`src/rtl/nmr_seq_pkg.sv`:
```
// Shared definitions for the CPMG pulse sequencer.
// Default widths, state encoding and small state-class helpers.
package nmr_seq_pkg;

    localparam int DEF_TW = 32;
    localparam int DEF_EW = 32;
    localparam int DEF_SW = 16;
    localparam int DEF_PW = 2;

    typedef enum logic [2:0] {
        S_IDLE = 3'd0,
        S_T1P  = 3'd1,
        S_T1D  = 3'd2,
        S_P90  = 3'd3,
        S_DNA  = 3'd4,
        S_P180 = 3'd5,
        S_DACQ = 3'd6,
        S_GAP  = 3'd7
    } seq_state_t;

    function automatic logic is_rf(input seq_state_t s);
        return (s == S_T1P) || (s == S_P90) || (s == S_P180);
    endfunction

    function automatic logic is_exc(input seq_state_t s);
        return (s == S_T1P) || (s == S_P90);
    endfunction

endpackage

```
`src/rtl/nmr_seg_timer.sv`:
```
// Segment length timer: loadable down-counter, zero length acts as one.
// Ports: clk, rst_n, load, len (TW) in; tc (count is on its last cycle) out.
module nmr_seg_timer
    import nmr_seq_pkg::*;
#(
    parameter int TW = DEF_TW
) (
    input  logic          clk,
    input  logic          rst_n,
    input  logic          load,
    input  logic [TW-1:0] len,
    output logic          tc
);

    logic [TW-1:0] cnt;

    always_ff @(posedge clk or negedge rst_n) begin
        if (!rst_n) begin
            cnt <= '0;
        end else if (load) begin
            cnt <= (len == '0) ? TW'(1) : len;
        end else if (cnt != '0) begin
            cnt <= cnt - TW'(1);
        end
    end

    // The cycle holding 1 is the last cycle of the segment.
    assign tc = (cnt == TW'(1));

endmodule

```
`src/rtl/nmr_cpmg_sequencer.sv`:
```
// CPMG pulse-program sequencer: optional T1 prep, 90, echo train, gaps.
// Ports: clock/reset, START/ABORT, segment lengths, counts, phases; registered RF/RX/ACQ/status outputs.
module nmr_cpmg_sequencer
    import nmr_seq_pkg::*;
#(
    parameter int TW = DEF_TW,
    parameter int EW = DEF_EW,
    parameter int SW = DEF_SW,
    parameter int PW = DEF_PW
) (
    input  logic          PULSEPROG_CLK,
    input  logic          RESET_N,
    input  logic          START,
    input  logic          ABORT,
    input  logic          T1_EN,
    input  logic [TW-1:0] T1_PULSE180,
    input  logic [TW-1:0] T1_DELAY,
    input  logic [TW-1:0] PULSE90,
    input  logic [TW-1:0] DELAY_NO_ACQ,
    input  logic [TW-1:0] PULSE180,
    input  logic [TW-1:0] DELAY_WITH_ACQ,
    input  logic [TW-1:0] SCAN_GAP,
    input  logic [EW-1:0] ECHO_PER_SCAN,
    input  logic [SW-1:0] SAMPLES_PER_ECHO,
    input  logic [SW-1:0] ADC_INIT_DELAY,
    input  logic [SW-1:0] SCANS,
    input  logic [PW-1:0] P90_PHASE,
    input  logic [PW-1:0] P180_PHASE,
    input  logic [PW-1:0] PHASE_STEP,
    output logic          RF_GATE,
    output logic [PW-1:0] RF_PHASE,
    output logic          EN_RX,
    output logic          ACQ_EN,
    output logic [EW-1:0] ECHO_IDX,
    output logic [SW-1:0] SCAN_IDX,
    output logic          BUSY,
    output logic          DONE
);

    localparam int OW = (TW > SW + 1) ? TW : SW + 1;
    localparam logic [EW:0] EONE = 1;
    localparam logic [SW:0] SONE = 1;

    // Configuration captured at START
    logic          c_t1_en;
    logic [TW-1:0] c_t1p, c_t1d, c_p90, c_dna, c_p180, c_dacq, c_gap;
    logic [EW-1:0] c_echo;
    logic [SW-1:0] c_samp, c_adly, c_scans;
    logic [PW-1:0] c_p180_ph, c_step;

    // Sequence state
    seq_state_t    state;
    logic          armed;
    logic [EW-1:0] echo_idx;
    logic [SW-1:0] scan_idx;
    logic [PW-1:0] ph_acc;
    logic [TW-1:0] off;

    // Next-state signals
    seq_state_t    nxt;
    seq_state_t    first_st;
    logic [EW-1:0] nxt_echo;
    logic [SW-1:0] nxt_scan;
    logic [PW-1:0] nxt_ph;
    logic          nxt_done;
    logic          scan_end;
    logic          echo_more;
    logic          scan_more;
    logic          ld;
    logic [TW-1:0] ld_len;
    logic          tc;
    logic [TW-1:0] off_n;
    logic [OW-1:0] off_x, lo_x, hi_x;
    logic          acq_n;
    logic          take_start;

    assign first_st  = c_t1_en ? S_T1P : S_P90;
    assign echo_more = ({1'b0, echo_idx} + EONE) < {1'b0, c_echo};
    assign scan_more = ({1'b0, scan_idx} + SONE) < {1'b0, c_scans};
    assign take_start = (state == S_IDLE) && !armed && START && !ABORT;

    always_comb begin
        nxt      = state;
        nxt_echo = echo_idx;
        nxt_scan = scan_idx;
        nxt_ph   = ph_acc;
        nxt_done = 1'b0;
        scan_end = 1'b0;
        unique case (state)
            S_IDLE: if (armed) nxt = first_st;
            S_T1P:  if (tc) nxt = S_T1D;
            S_T1D:  if (tc) nxt = S_P90;
            S_P90:  if (tc) nxt = S_DNA;
            S_DNA: begin
                if (tc) begin
                    if (c_echo != '0) nxt = S_P180;
                    else scan_end = 1'b1;
                end
            end
            S_P180: if (tc) nxt = S_DACQ;
            S_DACQ: begin
                if (tc) begin
                    if (echo_more) begin
                        nxt      = S_P180;
                        nxt_echo = echo_idx + EW'(1);
                    end else begin
                        scan_end = 1'b1;
                    end
                end
            end
            S_GAP: begin
                if (tc) begin
                    nxt      = first_st;
                    nxt_scan = scan_idx + SW'(1);
                    nxt_ph   = ph_acc + c_step;
                end
            end
        endcase
        if (scan_end) begin
            nxt_echo = '0;
            if (scan_more) begin
                nxt = S_GAP;
            end else begin
                nxt      = S_IDLE;
                nxt_scan = '0;
                nxt_done = 1'b1;
            end
        end
        if (ABORT && state != S_IDLE) begin
            nxt      = S_IDLE;
            nxt_echo = '0;
            nxt_scan = '0;
            nxt_done = 1'b0;
        end
    end

    // Every segment boundary is a state change, so load on change.
    assign ld = (nxt != state) && (nxt != S_IDLE);

    always_comb begin
        ld_len = '0;
        unique case (nxt)
            S_IDLE: ld_len = '0;
            S_T1P:  ld_len = c_t1p;
            S_T1D:  ld_len = c_t1d;
            S_P90:  ld_len = c_p90;
            S_DNA:  ld_len = c_dna;
            S_P180: ld_len = c_p180;
            S_DACQ: ld_len = c_dacq;
            S_GAP:  ld_len = c_gap;
        endcase
    end

    nmr_seg_timer #(.TW(TW)) u_timer (
        .clk   (PULSEPROG_CLK),
        .rst_n (RESET_N),
        .load  (ld),
        .len   (ld_len),
        .tc    (tc)
    );

    // Offset within the acquisition window; window end kept one bit wider.
    assign off_n = (state == S_DACQ) ? off + TW'(1) : '0;
    assign off_x = OW'(off_n);
    assign lo_x  = OW'(c_adly);
    assign hi_x  = OW'({1'b0, c_adly} + {1'b0, c_samp});
    assign acq_n = (nxt == S_DACQ) && (off_x >= lo_x) && (off_x < hi_x);

    always_ff @(posedge PULSEPROG_CLK or negedge RESET_N) begin
        if (!RESET_N) begin
            c_t1_en   <= 1'b0;
            c_t1p     <= '0;
            c_t1d     <= '0;
            c_p90     <= '0;
            c_dna     <= '0;
            c_p180    <= '0;
            c_dacq    <= '0;
            c_gap     <= '0;
            c_echo    <= '0;
            c_samp    <= '0;
            c_adly    <= '0;
            c_scans   <= '0;
            c_p180_ph <= '0;
            c_step    <= '0;
            state     <= S_IDLE;
            armed     <= 1'b0;
            echo_idx  <= '0;
            scan_idx  <= '0;
            ph_acc    <= '0;
            off       <= '0;
            RF_GATE   <= 1'b0;
            RF_PHASE  <= '0;
            EN_RX     <= 1'b0;
            ACQ_EN    <= 1'b0;
            BUSY      <= 1'b0;
            DONE      <= 1'b0;
        end else begin
            state    <= nxt;
            echo_idx <= nxt_echo;
            scan_idx <= nxt_scan;
            ph_acc   <= nxt_ph;
            off      <= off_n;
            armed    <= 1'b0;
            if (take_start) begin
                armed     <= 1'b1;
                c_t1_en   <= T1_EN;
                c_t1p     <= T1_PULSE180;
                c_t1d     <= T1_DELAY;
                c_p90     <= PULSE90;
                c_dna     <= DELAY_NO_ACQ;
                c_p180    <= PULSE180;
                c_dacq    <= DELAY_WITH_ACQ;
                c_gap     <= SCAN_GAP;
                c_echo    <= ECHO_PER_SCAN;
                c_samp    <= SAMPLES_PER_ECHO;
                c_adly    <= ADC_INIT_DELAY;
                c_scans   <= (SCANS == '0) ? SW'(1) : SCANS;
                c_p180_ph <= P180_PHASE;
                c_step    <= PHASE_STEP;
                ph_acc    <= P90_PHASE;
            end
            RF_GATE <= is_rf(nxt);
            if (is_exc(nxt)) RF_PHASE <= nxt_ph;
            else if (nxt == S_P180) RF_PHASE <= c_p180_ph;
            else RF_PHASE <= '0;
            EN_RX  <= (nxt == S_DACQ);
            ACQ_EN <= acq_n;
            BUSY   <= (nxt != S_IDLE);
            DONE   <= nxt_done;
        end
    end

    assign ECHO_IDX = echo_idx;
    assign SCAN_IDX = scan_idx;

endmodule

```
`config.mk`:
```
export PLATFORM = sky130hd
export DESIGN_NAME = nmr_cpmg_sequencer
export DESIGN_NICKNAME = d
export VERILOG_FILES = /design/src/rtl/nmr_seq_pkg.sv /design/src/rtl/nmr_seg_timer.sv /design/src/rtl/nmr_cpmg_sequencer.sv
export SDC_FILE = /design/constraint.sdc
export NUM_CORES = 1
export LEC_CHECK = 0
export CORE_ASPECT_RATIO = 1.4
export CORE_UTILIZATION = 48
export CTS_CLUSTER_DIAMETER = 120
export DETAILED_ROUTE_END_ITERATION = 10
export PLACE_DENSITY = 0.73
export SLEW_MARGIN = 20
export SYNTH_ARGS = -nofsm -noshare
export SYNTH_HDL_FRONTEND = slang
export SYNTH_SLANG_ARGS = --single-unit
```
`constraint.sdc`:
```
create_clock -name PULSEPROG_CLK -period 7.83 [get_ports PULSEPROG_CLK]
set_clock_uncertainty 0.1 [all_clocks]
set_input_delay 1.566 -clock PULSEPROG_CLK [delete_from_list [all_inputs] [get_ports PULSEPROG_CLK]]
set_output_delay 1.566 -clock PULSEPROG_CLK [all_outputs]
set_load 0.03 [all_outputs]
```
==> impl_metrics.ini <==
[run_status]
status = complete, no violations

[grt]
grt_pass1_vias = 20700
grt_max_degree = 180
grt_antenna_before_repair = 1
overflow = 0
grt_pass1_wl_um = 116000
grt_usage_pct = 30.7

[worst_hold_path]
hp-class = reg -> reg
min_from = c_dacq[18]

[synthesis]
avgSynthCellArea_um2 = 8.50
synthesis.yosys.warnings = 0
ys_seq_elements = 434
ys_seq_area_share_pct = 47.2
ys.flop_type = dfrtp_1
netlist_area_mm2 = 0.0230
synth_edf_count = 0
yosysUniqueCellTypes = 91
synth_nets = 3122
syn_inst = 2706
async_flop_share_pct = 100

[routing]
remaining_drc_errors = 0
avgRoutedWirePerCell_um = 20.4
vias = 20500
drt_iter0_drc = 1412
totalWireLength_um = 75000
vias_per_cell = 5.57
first_pass_iters = 6
antenna_left = 0

[placement]
dpl_cell_area_mm2 = 0.0273
io_buffers = 369
gp_congestion = 0.949
dp_hpwl_um = 56200
dpl.cell_count = 3596

[final_layout]
post-route-util_pct = 61.1
fill_cells = 4042
fin_nets = 3434
areaGrowthSynthToFinish_pct = 25.3
multiInputGateArea_mm2 = 0.0114
layout_commonest_cell = nand2_1
final_layout_size_suffix_gt1_share_pct = 4.56
fin_cells = 3676
postLayoutCellArea_mm2 = 0.0288
regArea_mm2 = 0.0109
mostFrequentLayoutCells = nand2_1 (999), dfrtp_1 (434), clkdlybuf4s50_1 (368)

[die]
row_count = 94
dieArea_mm2 = 0.0488
die_x_um = 187
core_mm2 = 0.0472
start_util_pct = 48.8
die_h_um = 261
ios = 370

[timing]
fin_tns_setup_ns = 0
slew_viol_final = 0
max_freq_mhz = 139
slew_headroom_pct = 29.6
rsz0062_at_grt = no
hold_violations = 0
fin_crit_ns = 7.19
worst_slew_pin_slew_ns = 1.05
period_share_pct = 91.8
setup_viol = 0

[pwr]
p_leak_nw = 13.8
p_per_area_mw_per_mm2 = 334
max-vdd-ir-drop_mv = 0.201
power_mw = 9.63

[setup_path]
crit_buf_inv = 0
reg2reg_to = u_timer.cnt[0]
rr_worst_depth = 23
endpoint_kind = register
endpoint = u_timer.cnt[0]
rr_startpoint = ECHO_IDX[0]
cp_top_family = simple AND/OR/NAND/NOR gates
path_max_fanout = 8
cp_cell_sequence = nand3_1 > nor2_1 > and3_1 > nand3_1 > nor2_2 > nand2_1 > nor3_1 > and3_1 > and3_1 > xor2_1 > ha_1 > nand3_1 > nor4_1 > nand4_1 > o2111a_1 > o2111a_1 > nor2_2 > mux2i_1 > o21ai_0 > or4b_2 > nor4_1 > nor4b_2 > a31o_1
cp_data_required_time_ns = 8.24
cp-start-kind = register
path_depth = 23
cp-startpoint = ECHO_IDX[0]
max_stage_delay_ns = 0.78
worst-setup-path-type = reg -> reg
r2r_slack_ns = 0.64
cp.arrival_ns = 7.60
slowest_stage = or4b_2

[cts]
htreeDepth = 2
clk_latency_ns = 0.57
cts_max_path_buffers = 3
clkTransAtPathRegs_ns = 0.07
cts_made_buffers = 43
root_buffer = clkbuf_16
cts_sinks = 434
cts_tree = yes

[run]
maxCapViolCount = 0
==> worst min-delay path by stage <==
| stage | end | cells past startpoint |
|---|---|---|
| after floorplan | c_dacq[18] | 2 |
| after global placement | c_dacq[18] | 2 |
| after detailed placement | c_dacq[18] | 2 |
| after CTS | c_dacq[18] | 2 |
| after global routing | c_t1p[30] | 2 |
| final | c_dacq[18] | 2 |
==> layout make-up <==
| cell class | count | area share, % |
|---|---|---|
| tap | 624 | 2.71 |
| timing repair buffer | 393 | 13.6 |
| clock buffer | 60 | 4.55 |
| sequential | 434 | 37.7 |
| clock inverter | 18 | 0.794 |
| multi-input combinational | 2061 | 39.5 |
| inverter | 85 | 1.13 |
| antenna | 1 | 0.00868 |
==> cell usage after synthesis (3+ instances only) <==
library cell | instances | area (µm²)
nand2_1 | 999 | 3750
dfrtp_1 | 434 | 10900
o21ai_0 | 121 | 606
nor2_1 | 112 | 420
clkbuf_1 | 111 | 417
a21oi_1 | 108 | 541
ha_1 | 100 | 1250
inv_1 | 84 | 315
xor2_1 | 75 | 657
nand3_1 | 60 | 300
xnor2_1 | 58 | 508
mux2i_1 | 35 | 350
nor4_1 | 34 | 213
or3_1 | 34 | 213
and3_1 | 26 | 163
nor3_1 | 26 | 130
o31ai_1 | 21 | 158
nand4_1 | 20 | 125
a21o_1 | 19 | 143
a211oi_1 | 15 | 113
a22oi_1 | 13 | 97.6
a31oi_1 | 13 | 81.3
nand2b_1 | 9 | 56.3
or4_1 | 9 | 67.6
a222oi_1 | 8 | 80.1
nor2b_1 | 8 | 50.1
o21a_1 | 8 | 60.1
buf_1 | 7 | 26.3
o211ai_1 | 7 | 52.6
o2bb2ai_1 | 7 | 61.3
a211o_1 | 6 | 52.6
and2_1 | 6 | 37.5
buf_2 | 6 | 30.0
o22ai_1 | 6 | 37.5
or2_2 | 6 | 37.5
o21bai_1 | 5 | 37.5
a2111o_1 | 4 | 45.0
a22o_1 | 4 | 35.0
o2111ai_1 | 4 | 35.0
a221o_1 | 3 | 30.0
nand3b_1 | 3 | 22.5
o2111a_1 | 3 | 33.8
o21ai_1 | 3 | 15.0
o22a_1 | 3 | 26.3
o41ai_1 | 3 | 26.3
==> through the flow <==
stage               setup WS, ns  hold WS (ns)
floorplan                   1.63         0.337
global placement           0.833         0.357
detailed placement         0.512         0.354
CTS                        0.522         0.369
global route              0.0553         0.395
finish                     0.642         0.372
==> where the power goes <==
group	switching [mW]	leakage, nW	internal [mW]	total, mW
Sequential	0.636	5.54	3.08	3.72
Clock	0.913	0.769	1.34	2.25
Combinational	2.25	7.48	1.41	3.66
==> state kept, by name, indices dropped and copies added (netlist names), 3 cells and up <==
register and flops:
c_p180 32, c_t1d 32, c_echo 32, c_t1p 32
u_timer.cnt 32, ECHO_IDX 32, c_dacq 32, c_gap 32
SCAN_IDX 16, c_p90 32, c_dna 32, off 32
c_adly 16, c_samp 16, c_scans 16, state 3
==> what timing repair did <==
action,4_1_cts,5_1_grt
endpoints found under the setup margin,0,19
buffers inserted,0,1
gates resized for setup,0,2
hold buffers,0,0
==> per-layer routing <==
layer / global-route usage (%) / routed length (µm)
met5: 0 / 0
met1: 37.8 / 30000
met4: 15.1 / 3850
met3: 3.16 / 3500
met2: 54.2 / 37600
==> cell families after synthesis <==
logic type	share of synthesized area [%]
simple gates	25.3
flops	47.2
compound gates	11.7
buf+inv	3.53
xor+xnor	5.19
fa+ha+maj	5.53
mux	1.57
==> worst min-delay path, cell delays in order, from the launching register on <==
cell     delay [ns]
dfrtp_1        0.33
nand2_1        0.05
nand2_1        0.05
Note: power is estimated with default switching activity, not from simulation.
